===== src/rtl/alu_operand_stage.sv =====
// ID/EX issue stage: resolves SrcA/SrcB (optionally with RAW forwarding) and registers them
// for the ALU behind a valid/ready handshake with a 2-entry skid buffer.
// Optional feature: define ALU_OPERAND_FWD_EN to add EX/MEM and MEM/WB forwarding ports.
module alu_operand_stage #(
  parameter int DATA_WIDTH    = 32,
  parameter int OPCODE_LENGTH = 4,
  parameter int REG_ADDR      = 5
) (
  input  logic                     clk,
  input  logic                     reset,
  input  logic                     in_valid,
  output logic                     in_ready,
  input  logic [DATA_WIDTH-1:0]    RD1,
  input  logic [DATA_WIDTH-1:0]    RD2,
  input  logic [DATA_WIDTH-1:0]    ImmG,
  input  logic                     ALUSrc,
  input  logic [OPCODE_LENGTH-1:0] Op_in,
  input  logic [REG_ADDR-1:0]      rs1,
  input  logic [REG_ADDR-1:0]      rs2,
  input  logic [REG_ADDR-1:0]      rd,
  input  logic                     RegWrite_in,
  input  logic                     flush,
`ifdef ALU_OPERAND_FWD_EN
  input  logic                     exmem_RegWrite,
  input  logic [REG_ADDR-1:0]      exmem_rd,
  input  logic [DATA_WIDTH-1:0]    exmem_ALUResult,
  input  logic                     memwb_RegWrite,
  input  logic [REG_ADDR-1:0]      memwb_rd,
  input  logic [DATA_WIDTH-1:0]    memwb_WrData,
`endif
  output logic                     out_valid,
  input  logic                     out_ready,
  output logic [DATA_WIDTH-1:0]    SrcA,
  output logic [DATA_WIDTH-1:0]    SrcB,
  output logic [OPCODE_LENGTH-1:0] Operation,
  output logic [REG_ADDR-1:0]      rd_out,
  output logic                     RegWrite_out
);

  logic [DATA_WIDTH-1:0]    op1;
  logic [DATA_WIDTH-1:0]    op2;
  logic [DATA_WIDTH-1:0]    in_srca;
  logic [DATA_WIDTH-1:0]    in_srcb;

  logic                     main_valid_q, main_valid_d;
  logic [DATA_WIDTH-1:0]    main_srca_q, main_srca_d;
  logic [DATA_WIDTH-1:0]    main_srcb_q, main_srcb_d;
  logic [OPCODE_LENGTH-1:0] main_op_q, main_op_d;
  logic [REG_ADDR-1:0]      main_rd_q, main_rd_d;
  logic                     main_rw_q, main_rw_d;

  logic                     skid_valid_q, skid_valid_d;
  logic [DATA_WIDTH-1:0]    skid_srca_q, skid_srca_d;
  logic [DATA_WIDTH-1:0]    skid_srcb_q, skid_srcb_d;
  logic [OPCODE_LENGTH-1:0] skid_op_q, skid_op_d;
  logic [REG_ADDR-1:0]      skid_rd_q, skid_rd_d;
  logic                     skid_rw_q, skid_rw_d;

  logic                     in_ready_q, in_ready_d;
  logic                     accept;
  logic                     issue;

  // Per-operand resolution: index 0 is rs1/RD1, index 1 is rs2/RD2.
  genvar gi;
  generate
    for (gi = 0; gi < 2; gi++) begin : g_opnd
      logic [DATA_WIDTH-1:0] rf_val;
      logic [DATA_WIDTH-1:0] val;
      assign rf_val = (gi == 0) ? RD1 : RD2;
`ifdef ALU_OPERAND_FWD_EN
      logic [REG_ADDR-1:0] rs_idx;
      assign rs_idx = (gi == 0) ? rs1 : rs2;
      // EX/MEM is the younger producer, so it wins over MEM/WB; x0 always reads the file.
      always_comb begin
        val = rf_val;
        if (rs_idx != '0) begin
          if (exmem_RegWrite && (exmem_rd == rs_idx)) begin
            val = exmem_ALUResult;
          end else if (memwb_RegWrite && (memwb_rd == rs_idx)) begin
            val = memwb_WrData;
          end
        end
      end
`else
      assign val = rf_val;
`endif
    end
  endgenerate

`ifndef ALU_OPERAND_FWD_EN
  logic unused_rs;
  assign unused_rs = ^{rs1, rs2};
`endif

  assign op1     = g_opnd[0].val;
  assign op2     = g_opnd[1].val;
  assign in_srca = op1;
  assign in_srcb = ALUSrc ? ImmG : op2;

  assign accept = in_valid & in_ready_q;
  assign issue  = main_valid_q & out_ready;

  always_comb begin
    main_valid_d = main_valid_q;
    main_srca_d  = main_srca_q;
    main_srcb_d  = main_srcb_q;
    main_op_d    = main_op_q;
    main_rd_d    = main_rd_q;
    main_rw_d    = main_rw_q;
    skid_valid_d = skid_valid_q;
    skid_srca_d  = skid_srca_q;
    skid_srcb_d  = skid_srcb_q;
    skid_op_d    = skid_op_q;
    skid_rd_d    = skid_rd_q;
    skid_rw_d    = skid_rw_q;

    if (flush) begin
      main_valid_d = 1'b0;
      skid_valid_d = 1'b0;
    end else if (issue) begin
      // accept cannot coincide with a full skid because in_ready_q is low then
      if (skid_valid_q) begin
        main_valid_d = 1'b1;
        main_srca_d  = skid_srca_q;
        main_srcb_d  = skid_srcb_q;
        main_op_d    = skid_op_q;
        main_rd_d    = skid_rd_q;
        main_rw_d    = skid_rw_q;
        skid_valid_d = 1'b0;
      end else if (accept) begin
        main_valid_d = 1'b1;
        main_srca_d  = in_srca;
        main_srcb_d  = in_srcb;
        main_op_d    = Op_in;
        main_rd_d    = rd;
        main_rw_d    = RegWrite_in;
      end else begin
        main_valid_d = 1'b0;
      end
    end else if (accept) begin
      if (!main_valid_q) begin
        main_valid_d = 1'b1;
        main_srca_d  = in_srca;
        main_srcb_d  = in_srcb;
        main_op_d    = Op_in;
        main_rd_d    = rd;
        main_rw_d    = RegWrite_in;
      end else begin
        skid_valid_d = 1'b1;
        skid_srca_d  = in_srca;
        skid_srcb_d  = in_srcb;
        skid_op_d    = Op_in;
        skid_rd_d    = rd;
        skid_rw_d    = RegWrite_in;
      end
    end

    in_ready_d = ~skid_valid_d;
  end

  always_ff @(posedge clk) begin
    if (!reset) begin
      main_valid_q <= 1'b0;
      main_srca_q  <= '0;
      main_srcb_q  <= '0;
      main_op_q    <= '0;
      main_rd_q    <= '0;
      main_rw_q    <= 1'b0;
      skid_valid_q <= 1'b0;
      skid_srca_q  <= '0;
      skid_srcb_q  <= '0;
      skid_op_q    <= '0;
      skid_rd_q    <= '0;
      skid_rw_q    <= 1'b0;
      in_ready_q   <= 1'b0;
    end else begin
      main_valid_q <= main_valid_d;
      main_srca_q  <= main_srca_d;
      main_srcb_q  <= main_srcb_d;
      main_op_q    <= main_op_d;
      main_rd_q    <= main_rd_d;
      main_rw_q    <= main_rw_d;
      skid_valid_q <= skid_valid_d;
      skid_srca_q  <= skid_srca_d;
      skid_srcb_q  <= skid_srcb_d;
      skid_op_q    <= skid_op_d;
      skid_rd_q    <= skid_rd_d;
      skid_rw_q    <= skid_rw_d;
      in_ready_q   <= in_ready_d;
    end
  end

  assign in_ready     = in_ready_q;
  assign out_valid    = main_valid_q;
  assign SrcA         = main_srca_q;
  assign SrcB         = main_srcb_q;
  assign Operation    = main_op_q;
  assign rd_out       = main_rd_q;
  assign RegWrite_out = main_rw_q;

endmodule


===== config.mk =====
export PLATFORM = sky130hd
export DESIGN_NAME = alu_operand_stage
export DESIGN_NICKNAME = d
export VERILOG_FILES = /design/src/rtl/alu_operand_stage.sv
export SDC_FILE = /design/constraint.sdc
export NUM_CORES = 1
export LEC_CHECK = 0
export CORE_MARGIN = 5
export CORE_UTILIZATION = 43
export DETAILED_ROUTE_END_ITERATION = 7
export GPL_ROUTABILITY_DRIVEN = 0
export PLACE_DENSITY = 0.74
export SLEW_MARGIN = 5
export SYNTH_ARGS = -nofsm -noshare
export SYNTH_HDL_FRONTEND = slang
export SYNTH_SLANG_ARGS = --single-unit

===== constraint.sdc =====
create_clock -name clk -period 1.6 [get_ports clk]
set_input_delay 0.48 -clock clk [delete_from_list [all_inputs] [get_ports clk]]
set_output_delay 0.48 -clock clk [all_outputs]
set_load 0.01 [all_outputs]

==> impl_metrics.tcl <==
set metrics [dict create \
    syn_avg_cell_area_um2 9.312 \
    skew_ns 0.005316 \
    root_buffer "clkbuf_16" \
    start_kind "register" \
    p_per_area_nw_per_um2 943.6 \
    dr.pass1.iters 5 \
    holdWs_ns 0.4674 \
    tritoncts "built" \
    wl_per_cell_um 17.91 \
    synth_top_area_share 0.4459 \
    chipWidth_um 135.6 \
    fin_crit_sh 0.9766 \
    critical-path-top-delay-family "flip-flops" \
    mappedNetlistNets 850 \
    dp_cells 1092 \
    synth_area_um2 6779 \
    grt_setup_unrepaired "no" \
    required_ns 1.12 \
    final-setup-viol-count 0 \
    area_delta_synth_final_pct 45.24 \
    max_stage_delay_ns 0.34 \
    placed_area_um2 9148 \
    path_max_fanout 2 \
    fin_area_um2 9846 \
    portBuffers 187 \
    ys_seq_area_frac 0.4459 \
    start_util 0.4330 \
    antenna_found_initial 0 \
    instances_no_fill 1133 \
    power_w 0.009290 \
    grt_pass1_wl_um 31620 \
    coreArea_um2 15660 \
    cts_buffer_depth 2 \
    yosys_warnings 0 \
    grt_max_degree 46 \
    max-slew-margin-rel 0.7737 \
    grt_use_total 0.2129 \
    crit_type "reg -> out" \
    cpMaxStageDelayCell "dfxtp_1" \
    fillCellCount 1339 \
    wirelength_um 20290 \
    post-synth-top-area-cell "dfxtp_1" \
    grt_overflow_total 0 \
    period_needed_ns 1.563 \
    hold_violations 0 \
    initialDrtViolationCount 394 \
    place_ws_ns -0.4776 \
    nets 1026 \
    yosysUniqueCellTypes 28 \
    ys_ff_latch 151 \
    slew_viol_final 0 \
    cts.reportedPaths.clkPinSlew_ns 0.06 \
    max_freq_mhz 640.0 \
    postCtsHoldBufs 0 \
    cp_num_buf_inv 1 \
    drc 0 \
    die_y_um 135.6 \
    clk-insertion-delay-late_ns 0.42 \
    peakVddDrop_mv 0.7324 \
    p_leak_nw 4.193 \
    num_antenna_cells 0 \
    cts_max_level 4 \
    syn_inst 728 \
    cts_buffers 17 \
    rows 46 \
    synth_area_leaders "dfxtp_1 45%, mux2i_1 11%, a21oi_1 5.5%" \
    path_cells "dlygate4sd2_1" \
    status "complete, no violations" \
    worst_slack_ns 0.03742 \
    hp-class "reg -> reg" \
    antenna_left 0 \
    clock-sinks 151 \
    max_cap_violations 0 \
    io_pins 198 \
    drive_above_1_share 0.1625 \
    cp.arrival_ns 1.08 \
    dieArea_um2 18380 \
    worst_slew_pin_slew_ns 0.3395 \
    vias 6330 \
    grt_pass1_vias 6001 \
    drt-vias-per-instance 5.587 \
    endpoint_kind "primary output" \
    hpwl_um 12920 \
]
## where the power goes
group | internal, W | switching [W] | total, W
Sequential | 0.00386 | 0.0000502 | 0.00391
Combinational | 0.000601 | 0.000546 | 0.00115
Clock | 0.00264 | 0.00160 | 0.00424
## kinds of logic (layout without fill, tap and decap cells)
logic type / Yosys count / in the layout / share of synthesized area
and+or+nand+nor: 148 / 148 / 0.1061
DFF: 151 / 151 / 0.4459
muxes: 106 / 106 / 0.1624
AOI/OAI and AO/OA: 236 / 236 / 0.2255
buffers and inverters: 87 / 276 / 0.05999
## state kept, by name, summed over array words and instances, names as in the netlist
name          cells
RegWrite_out      1
skid_srca_q      32
SrcA             32
Operation         4
skid_rd_q         5
skid_srcb_q      32
out_valid         1
skid_op_q         4
skid_rw_q         1
skid_valid_q      1
rd_out            5
SrcB             32
in_ready          1
## cell type report
class,instances,area [um^2],share of cell area
Clock buffer,19,442.9,0.04499
Multi-Input combinational cell,490,3386,0.3439
Tap cell,216,270.3,0.02745
Timing Repair Buffer,242,2530,0.2570
Sequential cell,151,3025,0.3073
Inverter,2,12.51,0.001271
Clock inverter,13,178.9,0.01817
## timing repair
action	in CTS	in global routing
pin swaps	1	1
endpoints found under the setup margin	115	35
setup buffers	1	5
cloned	1	2
gates resized for setup	82	11
## synth_stat cells
cell type / number
a211oi_1: 15
a211oi_2: 28
a21oi_1: 74
a22o_1: 1
a22oi_1: 1
a31oi_1: 43
and2_1: 1
and3_4: 1
and4b_1: 1
buf_1: 3
buf_2: 28
buf_4: 4
buf_6: 4
clkbuf_1: 46
dfxtp_1: 151
inv_2: 2
mux2_1: 13
mux2_2: 19
mux2i_1: 74
nand2_1: 32
nand2b_1: 2
nand3_1: 43
nand4_1: 1
nand4b_1: 1
nor2_1: 1
nor3_1: 65
o21ai_0: 42
o22ai_1: 32
## metrics by stage
step           utilization  setup TNS (ns)
3_3_place_gp        0.5843          -55.24
3_5_place_dp        0.5843          -57.67
6_report            0.6289               0
4_1_cts             0.6210               0
5_1_grt             0.6289               0
2_1_floorplan            -               0
## per-layer routing
| metal | up-vias | share of wire | GRT usage |
|---|---|---|---|
| met5 | - | 0 | 0 |
| met4 | 0 | 0.012 | 0.06159 |
| met3 | 23 | 0.082 | 0.06724 |
| met2 | 237 | 0.47 | 0.3407 |
| met1 | 3006 | 0.43 | 0.2768 |
| li1 | 3064 | - | - |
## worst paths after layout
kind / start / end / slack (ns) / depth (start not counted)
worst min-delay path: SrcB[22] / SrcB[22] / 0.47 / 2
worst max-delay path: SrcB[30] / SrcB[30] / 0.04 / 1
worst max register to register: out_valid / skid_srcb_q[25] / 0.14 / 5
worst min register to register: SrcB[22] / SrcB[22] / 0.47 / 2
## layout by cell type (no fill, tap or decap), drive strengths merged, types with 2 or more instances in the layout
cell           instances
a31oi                 43
clkdlybuf4s50        108
nor3                  65
nand2b                 2
dfxtp                151
dlygate4sd2           74
o21ai                 42
o22ai                 32
clkinv                 5
nand3                 43
clkinvlp               4
bufinv                 4
mux2i                 74
buf                   53
clkbuf                21
a211oi                43
mux2                  32
a21oi                 74
nand2                 32
inv                    2
clkdlybuf4s15          3
Power figures use the tool's default switching activity.
